$ cat config.mk
export PLATFORM = sky130hd
export DESIGN_NAME = ecc_pipe_sched
export DESIGN_NICKNAME = d
export VERILOG_FILES = /design/src/rtl/ecc_pipe_pkg.sv /design/src/rtl/decoder.sv /design/src/rtl/encoder.sv /design/src/rtl/large_xor.sv /design/src/rtl/rr_arbiter.sv /design/src/rtl/ecc_pipe_sched.sv
export SDC_FILE = /design/constraint.sdc
export NUM_CORES = 1
export LEC_CHECK = 0
export ABC_AREA = 1
export CAP_MARGIN = 15
export CORE_MARGIN = 1
export CORE_UTILIZATION = 47
export CTS_CLUSTER_SIZE = 25
export DETAILED_ROUTE_END_ITERATION = 8
export PLACE_DENSITY = 0.82
export SLEW_MARGIN = 10
export SYNTH_ARGS = -nofsm -noshare
export SYNTH_HDL_FRONTEND = slang
export SYNTH_SLANG_ARGS = --single-unit
$ cat constraint.sdc
create_clock -name clk -period 2.3 [get_ports clk]
set_input_delay 0.46 -clock clk [delete_from_list [all_inputs] [get_ports clk]]
set_output_delay 0.46 -clock clk [all_outputs]
set_load 0.02 [all_outputs]
$ cat src/rtl/ecc_pipe_pkg.sv
// ecc_pipe_pkg: shared widths, the pipeline stage record and the Hamming
// syndrome helper used by both the encoder and the decoder.
// No ports.
// Code layout: Hamming(15,11) with only four message bits populated.
//   Bit i of the codeword carries Hamming position i+1. Parity sits at
//   positions 1,2,4,8 (bits 0,1,3,7). The message sits at positions 9..12
//   (bits 8..11). All other positions are zero.
package ecc_pipe_pkg;

    localparam int NREQ     = 4;
    localparam int DATA_W   = 4;
    localparam int CODE_W   = 15;
    localparam int ID_W     = $clog2(NREQ);
    localparam int SYN_W    = 4;
    localparam int DATA_LSB = 8;

    typedef struct packed {
        logic              valid;
        logic [ID_W-1:0]   id;
        logic [DATA_W-1:0] data;
        logic [CODE_W-1:0] err;
        logic [CODE_W-1:0] code;
    } stage_t;

    // XOR of the positions of all set bits. Zero for a valid codeword;
    // for a single flipped bit it equals that bit's position.
    function automatic logic [SYN_W-1:0] ham_syndrome(input logic [CODE_W-1:0] word);
        logic [SYN_W-1:0] syn;
        syn = {SYN_W{1'b0}};
        for (int i = 0; i < CODE_W; i++) begin
            syn = syn ^ (word[i] ? SYN_W'(i + 1) : {SYN_W{1'b0}});
        end
        return syn;
    endfunction

endpackage

$ cat src/rtl/decoder.sv
// decoder: single-error-correcting Hamming decode of the message bits.
// Two-bit errors miscorrect and may leave a message bit flipped.
// Ports: code (possibly corrupted codeword in), data (message out).
module decoder
    import ecc_pipe_pkg::*;
(
    input  logic [CODE_W-1:0] code,
    output logic [DATA_W-1:0] data
);

    logic [SYN_W-1:0] syn_s;

    // Flip a message bit only when the syndrome points at its position.
    always_comb begin
        syn_s = ham_syndrome(code);
        data  = {DATA_W{1'b0}};
        for (int j = 0; j < DATA_W; j++) begin
            data[j] = code[DATA_LSB + j] ^ (syn_s == SYN_W'(DATA_LSB + 1 + j));
        end
    end

endmodule

$ cat src/rtl/encoder.sv
// encoder: places the message at bits 8..11 and fills the four parity
// bits so that the codeword syndrome is zero.
// Ports: data (message in), code (codeword out).
module encoder
    import ecc_pipe_pkg::*;
(
    input  logic [DATA_W-1:0] data,
    output logic [CODE_W-1:0] code
);

    logic [CODE_W-1:0] data_word_s;
    logic [SYN_W-1:0]  par_s;

    // The parity bits are exactly the syndrome of the message-only word.
    always_comb begin
        data_word_s                      = {CODE_W{1'b0}};
        data_word_s[DATA_LSB +: DATA_W]  = data;
        par_s                            = ham_syndrome(data_word_s);
        code                             = data_word_s;
        code[0]                          = par_s[0];
        code[1]                          = par_s[1];
        code[3]                          = par_s[2];
        code[7]                          = par_s[3];
    end

endmodule

$ cat src/rtl/large_xor.sv
// large_xor: bitwise XOR of two codeword-wide operands (channel error).
// Ports: a, b (operands), y (a ^ b).
module large_xor
    import ecc_pipe_pkg::*;
(
    input  logic [CODE_W-1:0] a,
    input  logic [CODE_W-1:0] b,
    output logic [CODE_W-1:0] y
);

    assign y = a ^ b;

endmodule

$ cat src/rtl/rr_arbiter.sv
// rr_arbiter: mask-based round-robin arbiter with internal priority pointer.
// Ports: clk, reset (sync, active-high), req (requests), en (grant enable),
//        gnt (one-hot grant), gnt_idx (grant index), gnt_any (a grant exists).
// The pointer advances to one past the winner only when a grant is issued.
module rr_arbiter #(
    parameter int NREQ = 4,
    parameter int IW   = $clog2(NREQ)
) (
    input  logic            clk,
    input  logic            reset,
    input  logic [NREQ-1:0] req,
    input  logic            en,
    output logic [NREQ-1:0] gnt,
    output logic [IW-1:0]   gnt_idx,
    output logic            gnt_any
);

    logic [IW-1:0] ptr_r;
    logic [IW-1:0] cand_s;
    logic          found_s;

    // Scan from ptr upward with wrap; first active request wins.
    always_comb begin
        gnt     = {NREQ{1'b0}};
        gnt_idx = {IW{1'b0}};
        found_s = 1'b0;
        cand_s  = {IW{1'b0}};
        for (int off = 0; off < NREQ; off++) begin
            cand_s = (int'(ptr_r) + off >= NREQ) ? IW'(int'(ptr_r) + off - NREQ)
                                                 : IW'(int'(ptr_r) + off);
            if (en && !found_s && req[cand_s]) begin
                found_s      = 1'b1;
                gnt[cand_s]  = 1'b1;
                gnt_idx      = cand_s;
            end else begin
                found_s      = found_s;
            end
        end
    end

    assign gnt_any = found_s;

    // Priority pointer: restart at 0 on reset, move past each winner.
    always_ff @(posedge clk) begin
        if (reset) begin
            ptr_r <= {IW{1'b0}};
        end else if (found_s) begin
            ptr_r <= (gnt_idx == IW'(NREQ - 1)) ? {IW{1'b0}} : gnt_idx + IW'(1);
        end else begin
            ptr_r <= ptr_r;
        end
    end

endmodule

$ cat src/rtl/ecc_pipe_sched.sv
// ecc_pipe_sched: shares one encode -> error-inject -> decode pipeline
// among NREQ requesters and returns each result tagged with its requester.
// Ports:
//   clk, reset (sync, active-high)
//   req_valid/req_data/req_err  per-requester job inputs (slice i = requester i)
//   req_ready                   one-hot grant, combinational from req_valid
//   resp_valid/resp_ready       result handshake; resp_valid & ~resp_ready stalls
//   resp_id/resp_data/resp_mismatch  result tag, decoded message, compare flag
//   jobs_cnt/mismatch_cnt       saturating completion statistics
// DATA_W/CODE_W/NREQ must match the ecc_pipe_pkg values.
module ecc_pipe_sched
    import ecc_pipe_pkg::stage_t;
#(
    parameter int NREQ   = ecc_pipe_pkg::NREQ,
    parameter int DATA_W = ecc_pipe_pkg::DATA_W,
    parameter int CODE_W = ecc_pipe_pkg::CODE_W,
    parameter int CNT_W  = 16
) (
    input  logic                     clk,
    input  logic                     reset,
    input  logic [NREQ-1:0]          req_valid,
    input  logic [NREQ*DATA_W-1:0]   req_data,
    input  logic [NREQ*CODE_W-1:0]   req_err,
    output logic [NREQ-1:0]          req_ready,
    output logic                     resp_valid,
    input  logic                     resp_ready,
    output logic [$clog2(NREQ)-1:0]  resp_id,
    output logic [DATA_W-1:0]        resp_data,
    output logic                     resp_mismatch,
    output logic [CNT_W-1:0]         jobs_cnt,
    output logic [CNT_W-1:0]         mismatch_cnt
);

    localparam int IW = $clog2(NREQ);

    stage_t            s1_r, s2_r, s1_n_s, s2_n_s;
    logic              s3_valid_r;
    logic [IW-1:0]     s3_id_r;
    logic [DATA_W-1:0] s3_data_r;
    logic [CODE_W-1:0] s3_word_r;

    logic              stall_s, arb_en_s, gnt_any_s, fire_s;
    logic [NREQ-1:0]   gnt_s;
    logic [IW-1:0]     gnt_idx_s;
    logic [DATA_W-1:0] job_data_s;
    logic [CODE_W-1:0] job_err_s;
    logic [CODE_W-1:0] enc_code_s, xor_word_s;
    logic [CNT_W-1:0]  jobs_cnt_r, mismatch_cnt_r;

    assign stall_s  = s3_valid_r & ~resp_ready;
    assign fire_s   = s3_valid_r & resp_ready;
    assign arb_en_s = ~stall_s & ~reset;

    rr_arbiter #(.NREQ(NREQ), .IW(IW)) u_arb (
        .clk     (clk),
        .reset   (reset),
        .req     (req_valid),
        .en      (arb_en_s),
        .gnt     (gnt_s),
        .gnt_idx (gnt_idx_s),
        .gnt_any (gnt_any_s)
    );

    assign req_ready = gnt_s;

    // Pick the granted requester's message and error pattern.
    always_comb begin
        job_data_s = {DATA_W{1'b0}};
        job_err_s  = {CODE_W{1'b0}};
        for (int i = 0; i < NREQ; i++) begin
            if (gnt_s[i]) begin
                job_data_s = req_data[i*DATA_W +: DATA_W];
                job_err_s  = req_err[i*CODE_W +: CODE_W];
            end else begin
                job_data_s = job_data_s;
            end
        end
    end

    // Stage inputs: S1 takes the new job (or a bubble), S2 adds the codeword.
    always_comb begin
        s1_n_s       = '0;
        s1_n_s.valid = gnt_any_s;
        s1_n_s.id    = gnt_idx_s;
        s1_n_s.data  = job_data_s;
        s1_n_s.err   = job_err_s;
        s2_n_s       = s1_r;
        s2_n_s.code  = enc_code_s;
    end

    encoder   u_enc (.data(s1_r.data), .code(enc_code_s));
    large_xor u_xor (.a(s2_r.code), .b(s2_r.err), .y(xor_word_s));
    decoder   u_dec (.code(s3_word_r), .data(resp_data));

    // Pipeline registers: all stages hold together while stalled.
    always_ff @(posedge clk) begin
        if (reset) begin
            s1_r       <= '0;
            s2_r       <= '0;
            s3_valid_r <= 1'b0;
            s3_id_r    <= {IW{1'b0}};
            s3_data_r  <= {DATA_W{1'b0}};
            s3_word_r  <= {CODE_W{1'b0}};
        end else if (!stall_s) begin
            s1_r       <= s1_n_s;
            s2_r       <= s2_n_s;
            s3_valid_r <= s2_r.valid;
            s3_id_r    <= s2_r.id;
            s3_data_r  <= s2_r.data;
            s3_word_r  <= xor_word_s;
        end else begin
            s1_r       <= s1_r;
            s2_r       <= s2_r;
            s3_valid_r <= s3_valid_r;
            s3_id_r    <= s3_id_r;
            s3_data_r  <= s3_data_r;
            s3_word_r  <= s3_word_r;
        end
    end

    assign resp_valid    = s3_valid_r;
    assign resp_id       = s3_id_r;
    assign resp_mismatch = (resp_data != s3_data_r);

    // Saturating completion statistics, counted on each result handshake.
    always_ff @(posedge clk) begin
        if (reset) begin
            jobs_cnt_r     <= {CNT_W{1'b0}};
            mismatch_cnt_r <= {CNT_W{1'b0}};
        end else begin
            if (fire_s && !(&jobs_cnt_r)) begin
                jobs_cnt_r <= jobs_cnt_r + CNT_W'(1);
            end else begin
                jobs_cnt_r <= jobs_cnt_r;
            end
            if (fire_s && resp_mismatch && !(&mismatch_cnt_r)) begin
                mismatch_cnt_r <= mismatch_cnt_r + CNT_W'(1);
            end else begin
                mismatch_cnt_r <= mismatch_cnt_r;
            end
        end
    end

    assign jobs_cnt     = jobs_cnt_r;
    assign mismatch_cnt = mismatch_cnt_r;

endmodule
==> results of run 1 <==
==> worst min path at each step <==
stage                                     start                 endpoint  slack (ns)  depth (start not counted)
after floorplan           s2_r[36]$_SDFFE_PP0N_    s2_r[36]$_SDFFE_PP0N_        0.43                          2
after global placement    s2_r[36]$_SDFFE_PP0N_    s2_r[36]$_SDFFE_PP0N_        0.44                          2
after detailed placement  s1_r[34]$_SDFFE_PP0N_    s1_r[34]$_SDFFE_PP0N_        0.46                          2
after CTS                 s2_r[36]$_SDFFE_PP0N_  resp_valid$_SDFFE_PP0N_        0.46                          2
after global routing      s2_r[36]$_SDFFE_PP0N_  resp_valid$_SDFFE_PP0N_        0.48                          2
final                     s2_r[36]$_SDFFE_PP0N_  resp_valid$_SDFFE_PP0N_        0.46                          2
==> placed cells by master (no fill, tap or decap), types with 4 or more instances in the layout <==
cell type          n
a21oi_1           77
a21oi_2           15
buf_12             4
buf_4             71
buf_6             21
clkbuf_16         13
clkdlybuf4s50_1  112
dfxtp_1           88
dfxtp_2            9
dfxtp_4            6
dlygate4sd2_1      5
ha_1               8
inv_1             88
inv_2             17
nand2_1          222
nand2_2           78
nand2_4           14
nand3_1           47
nand3_2           16
nand4_1            4
nor2_1            74
nor2_2             5
nor2_4            15
nor3_1            11
o21ai_0           56
o21ai_4            4
xnor2_1           14
xor2_1            12
==> logic make-up after synthesis <==
group / count (synthesis) / share of synthesized area
XOR/XNOR: 26 / 0.0369
adder cells (fa/ha/maj): 9 / 0.0183
flip-flops: 103 / 0.334
buffers and inverters: 153 / 0.105
AO/OA/AOI/OAI: 170 / 0.151
AND/OR/NAND/NOR: 500 / 0.354
==> timing repair <==
item	CTS	global route
cloned	1	6
pin swaps	27	68
gates resized for setup	98	149
setup buffers	5	15
endpoints found under the setup margin	45	53
==> flip-flops by register name, indices dropped and copies added (netlist names), named ones only <==
| register | cells |
|---|---|
| jobs_cnt | 16 |
| mismatch_cnt | 16 |
| resp_id | 2 |
| resp_valid | 1 |
| s1_r | 22 |
| s2_r | 25 |
| s3_data_r | 4 |
| s3_word_r | 15 |
| u_arb.ptr_r | 1 |
==> area by class of cell <==
type / instances / share of cell area
Clock buffer: 10 / 0.0250
Clock inverter: 6 / 0.00738
Inverter: 112 / 0.0484
Multi-Input combinational cell: 706 / 0.434
Sequential cell: 103 / 0.229
Tap cell: 172 / 0.0235
Timing Repair Buffer: 218 / 0.233
==> stage by stage <==
step | hold WS, ns | power [mW] | cells | worst slack [ns]
final | 0.461 | 10.4 | 1327 | -0.294
after global routing | 0.480 | 11.1 | 1327 | -0.352
after CTS | 0.459 | 9.05 | 1309 | -0.234
after detailed placement | 0.458 | 7.20 | 1287 | -0.915
after global placement | 0.444 | 7.10 | 1287 | -0.852
after floorplan | 0.430 | 5.82 | 961 | -0.00532
==> worst register-to-register path: stages (launching register included) <==
cell	delay [ns]
dfxtp_2	0.33
buf_6	0.14
o21ai_1	0.24
nand2_1	0.12
nand2_1	0.10
nand3_2	0.10
nand2_2	0.10
inv_2	0.06
buf_6	0.12
nand3b_4	0.15
o21ai_4	0.09
buf_6	0.13
buf_12	0.13
inv_8	0.08
clkbuf_16	0.16
nand2_2	0.05
nand2_1	0.05
nand2_1	0.04
nand2_1	0.10
nand2_1	0.06
==> synthesized netlist by cell type (2+ instances only) <==
cell,n,area (um2)
o21a_1,3,22.5
a21oi_2,11,96.3
o21ai_0,58,290
o21ai_1,3,15.0
nand2_2,23,144
nand2_4,2,22.5
dfxtp_1,103,2060
o22ai_1,2,12.5
buf_1,2,7.51
buf_6,4,45.0
nor2_4,3,33.8
nand2_1,289,1080
xor2_1,12,105
clkbuf_1,21,78.8
inv_1,96,360
nor2_2,7,43.8
buf_4,3,22.5
buf_2,10,50.1
nand3b_1,3,22.5
xnor2_1,14,123
nor2_1,83,312
nand4_1,4,25.0
nor4_1,2,12.5
nand3_1,64,320
o211ai_1,2,15.0
inv_2,14,52.6
ha_1,9,113
o21ai_2,3,26.3
a21oi_1,83,415
nor3_1,11,55.1
nand3_2,2,20.0
==> routing by layer <==
metal  vias up  wire length (um)  global-route usage
met5         -                 0                   0
met4         0               506              0.0751
met3        49               869              0.0368
met2       232              9030               0.415
met1      3130              7670               0.311
li1       3421                 -                   -
==> report_power, final <==
part	switching, mW	internal, mW	leakage, nW
registers	0.341	2.23	0.852
logic	3.58	2.71	3.06
clock network	0.682	0.851	0.139
==> out/results.tsv, run 1 <==
metric	value	unit
grt_overflow	0	
final_util	0.720	
cts-root-buf	clkbuf_16	
fin_area	9150	um2
rsz0062_at_grt	yes	
timing.critical_path.mode_cell	buf_6	
areaGrowthSynthToFinish	48.4	%
wl_per_cell	13.6	um
slowest_delay	0.33	ns
ff2ff_path_depth	19	
p_leak	4.05	nW
crit_cells	10	
dp_hpwl	11.2	mm
gp_congestion	0.891	
core_area	12700	um2
end_kind	output pin	
synthCells	961	
required	1.84	ns
antenna_left	0	
synth_cell_types	46	
wl	18.1	mm
finalSetupViolations	29	
vias	6832	
critPathKind	reg2out	
synthArstFlopShare	0	
fp.dieArea	13600	um2
crit_end	req_ready[2]	
seq_area	2100	um2
cts_sinks	103	
post-route-period-util	1.13	
postSynthAreaPerCell	6.42	um2
track_usage	0.241	
io_pins	127	
status	finished, violations left	
row_count	41	
cap_violations	0	
critical-path-top-delay-family	compound AO/OA/AOI/OAI gates	
cp_cell_sequence	buf_6 > o21ai_1 > nand2_1 > nand2_1 > nand3_2 > buf_6 > o21ai_0 > a21oi_2 > o21ai_4 > buf_6	
slew_violations	0	
yosysWarnings	0	
max_slew_margin	0.694	
initial_core_util	0.485	
tightest_slew	0.459	ns
drc_errors	0	
min_period	2.59	ns
drive_gt1_frac	0.270	
grt_max_degree	72	
arrival	2.13	ns
regToRegEndpoint	s1_r[23]$_SDFFE_PP0N_	
cts_buffers	9	
ctsHoldBuffers	0	
synth.net_count	1053	
placed_cell_area	7980	um2
grt_pass1_wl	26.7	mm
grt_pass1_vias	6023	
grt_antenna_before_repair	0	
multiInputGateArea	3970	um2
critical_path.max_fanout	8	
ys.flop_type	dfxtp_1	
finalSetupTns	-4.28	ns
n_antenna_cell	0	
cts_buffer_depth	2	
n_fill_cell	990	
final_net_count	1242	
first_pass_iters	5	
die_w	117	um
path_buf_inv	3	
synth_edf_count	0	
clk_latency	0.34	ns
r2r_setup_slack	-0.18	ns
cp-start-kind	flip-flop	
clkTransAtPathRegs	0.08	ns
max-vdd-ir-drop	0.676	mV
finalClockSkew	0.0172	ns
syn_area	6170	um2
cts_tree	built	
die_h	117	um
synth-seq-area-share	0.334	
setup_ws	-0.294	ns
hold_viol_final	0	
hp-class	reg2reg	
max_freq	385	MHz
cts-htree-levels	3	
vias_per_cell	5.15	
crit_slowest_cell	dfxtp_2	
port_buffers	126	
violations	negative setup slack	
p_per_area	1140	nW/um2
drtIter0Drc	401	
ys_seq_elements	103	
Note: power is estimated with default switching activity, not from simulation.
==> run 2: changes to the inputs <==
CORE_UTILIZATION = 48   (was 47)
CTS_BUF_LIST = sky130_fd_sc_hd__clkbuf_8   (was unset)
PLACE_DENSITY = 0.84   (was 0.82)
==> out/results.tsv, run 2 (same netlist as run 1, synthesis figures left out) <==
metric	value	unit	change
status	finished, violations left		
violations	negative setup slack		
vias_per_cell	5.11		-0.74%
wl_per_cell	13.1	um	-3.6%
max_freq	378	MHz	-2.0%
grt_overflow	0		unchanged
antenna_left	0		unchanged
dp_hpwl	11.1	mm	-0.35%
max_slew_margin	0.588		-0.106
grt_pass1_vias	6114		+1.5%
swShare	0.447		+0.00423
slew_violations	0		unchanged
arrival	2.19	ns	+0.06 ns
wl	17.2	mm	-4.6%
port_buffers	126		unchanged
core_area	12600	um2	-1.2%
cts_sinks	103		unchanged
p_leak	3.93	nW	-3.0%
critPathKind	reg2out		
finalPower	9.60	mW	-7.7%
power.internal	5.31	mW	-8.4%
die_w	115	um	-1.0%
critical_path.max_fanout	10		+2
place_ws	-0.832	ns	+0.0832 ns
top_register	s2_r		
seq_power_share	0.266		+0.019
rsz0062_at_grt	yes		
setup_ws	-0.347	ns	-0.0528 ns
fp.dieArea	13300	um2	-2.0%
final_cells	1314		-0.98%
post-route-period-util	1.15		+0.0230
cts_tree	built		
fin_area	8760	um2	-4.3%
end_kind	output pin		
grt_max_degree	75		+4.2%
largest_reg_flops	25		unchanged
grt_antenna_before_repair	0		unchanged
initial_core_util	0.491		+0.00594
finalSetupTns	-2.21	ns	+2.07 ns
required	1.84	ns	about the same
top_regs	s2_r: 25 flops, s1_r: 22 flops		
cts-htree-levels	3		unchanged
pwr-share-clk	0.133		-0.014
final_net_count	1229		-1.0%
drtIter0Drc	448		+12%
grt_pass1_wl	26.5	mm	-0.60%
p_per_area	1100	nW/um2	-3.5%
cp-start-kind	flip-flop		
vias	6715		-1.7%
hold_viol_final	0		unchanged
holdWs	0.467	ns	+0.00653 ns
cap_violations	0		unchanged
track_usage	0.244		+0.00256
gp_congestion	0.887		-0.48%
drive_gt1_frac	0.231		-0.0390
drc_errors	0		unchanged
row_count	41		unchanged
die_h	115	um	-1.0%
hp-class	reg2reg		
min_period	2.65	ns	+0.0528 ns
clkTransAtPathRegs	0.09	ns	about the same
areaGrowthSynthToFinish	42.0	%	
place_inst	1284		-0.23%
final_common_cell	nand2_1		
placed_cell_area	7950	um2	-0.44%
cts_buffers	9		unchanged
cts_buffer_depth	2		unchanged
layout_common_cells	nand2_1 (252), clkdlybuf4s50_1 (112), dfxtp_1 (90)		
clk_latency	0.38	ns	+0.04 ns
cts-root-buf	clkbuf_8		
p_comb_frac	0.601		-0.005
io_pins	127		unchanged
power_switching	4.29	mW	-6.8%
n_antenna_cell	0		unchanged
finalSetupViolations	16		-45%
ctsHoldBuffers	0		unchanged
finalClockSkew	0.0138	ns	-0.00344 ns
final_util	0.697		-0.0225
max-vdd-ir-drop	0.820	mV	+21%
first_pass_iters	5		unchanged
tightest_slew	0.619	ns	+0.159 ns
run 2: changes by cell type in the layout (fill, tap and decap cells not counted), sizes merged:
cell      delta
clkinvlp     -1
bufinv       +1
buf         -10
clkbuf       -3
run 2: cell type report:
type                            count  area (um2)
Clock buffer                       10         138
Clock inverter                      6        85.1
Fill cell                         990        3810
Inverter                          112         450
Multi-Input combinational cell    706        3820
Sequential cell                   103        2100
Tap cell                          172         215
Timing Repair Buffer              205        1960
run 2: routing by layer:
metal / vias up / global-route usage / wire [um]
met3: 32 / 0.0469 / 829
met4: 0 / 0.0987 / 293
li1: 3403 / - / -
met1: 3065 / 0.295 / 7440
met5: - / 0 / 0
met2: 215 / 0.424 / 8690
run 2: worst paths after layout:
| check | start | slack, ns | cells past startpoint | end |
|---|---|---|---|---|
| worst max-delay path | flip-flop | -0.35 | 12 | req_ready[2] |
| worst min-delay path | s1_r[34]$_SDFFE_PP0N_ | 0.47 | 2 | s1_r[34]$_SDFFE_PP0N_ |
| worst max register to register | flip-flop | -0.04 | 19 | s1_r[26]$_SDFFE_PP0N_ |
| worst min register to register | s1_r[34]$_SDFFE_PP0N_ | 0.47 | 2 | s1_r[34]$_SDFFE_PP0N_ |
run 2: power groups by stage:
stage | Clock [mW] | Combinational, mW | Sequential, mW
after CTS | 1.28 | 4.99 | 2.52
after global routing | 1.35 | 6.34 | 2.60
after floorplan | 0 | 3.35 | 2.47
after global placement | 0 | 4.51 | 2.52
final | 1.28 | 5.77 | 2.55
after detailed placement | 0 | 4.62 | 2.54
run 2: repair_timing:
action	4_1_cts	5_1_grt
cloned	1	1
setup buffers	5	9
pin swaps	20	36
setup endpoints to repair	44	49
gates resized for setup	113	91
run 2: worst max-delay path: stages (launching register included):
cell and delay (ns):
dfxtp_4 0.38, buf_8 0.16, nand2_1 0.10, nand2_1 0.10, nand2_1 0.08, nand2_2 0.10, nand3_2 0.11, nand2_2 0.10
inv_2 0.06, nand3_4 0.07, nand3b_4 0.16, o21ai_4 0.25, buf_6 0.15
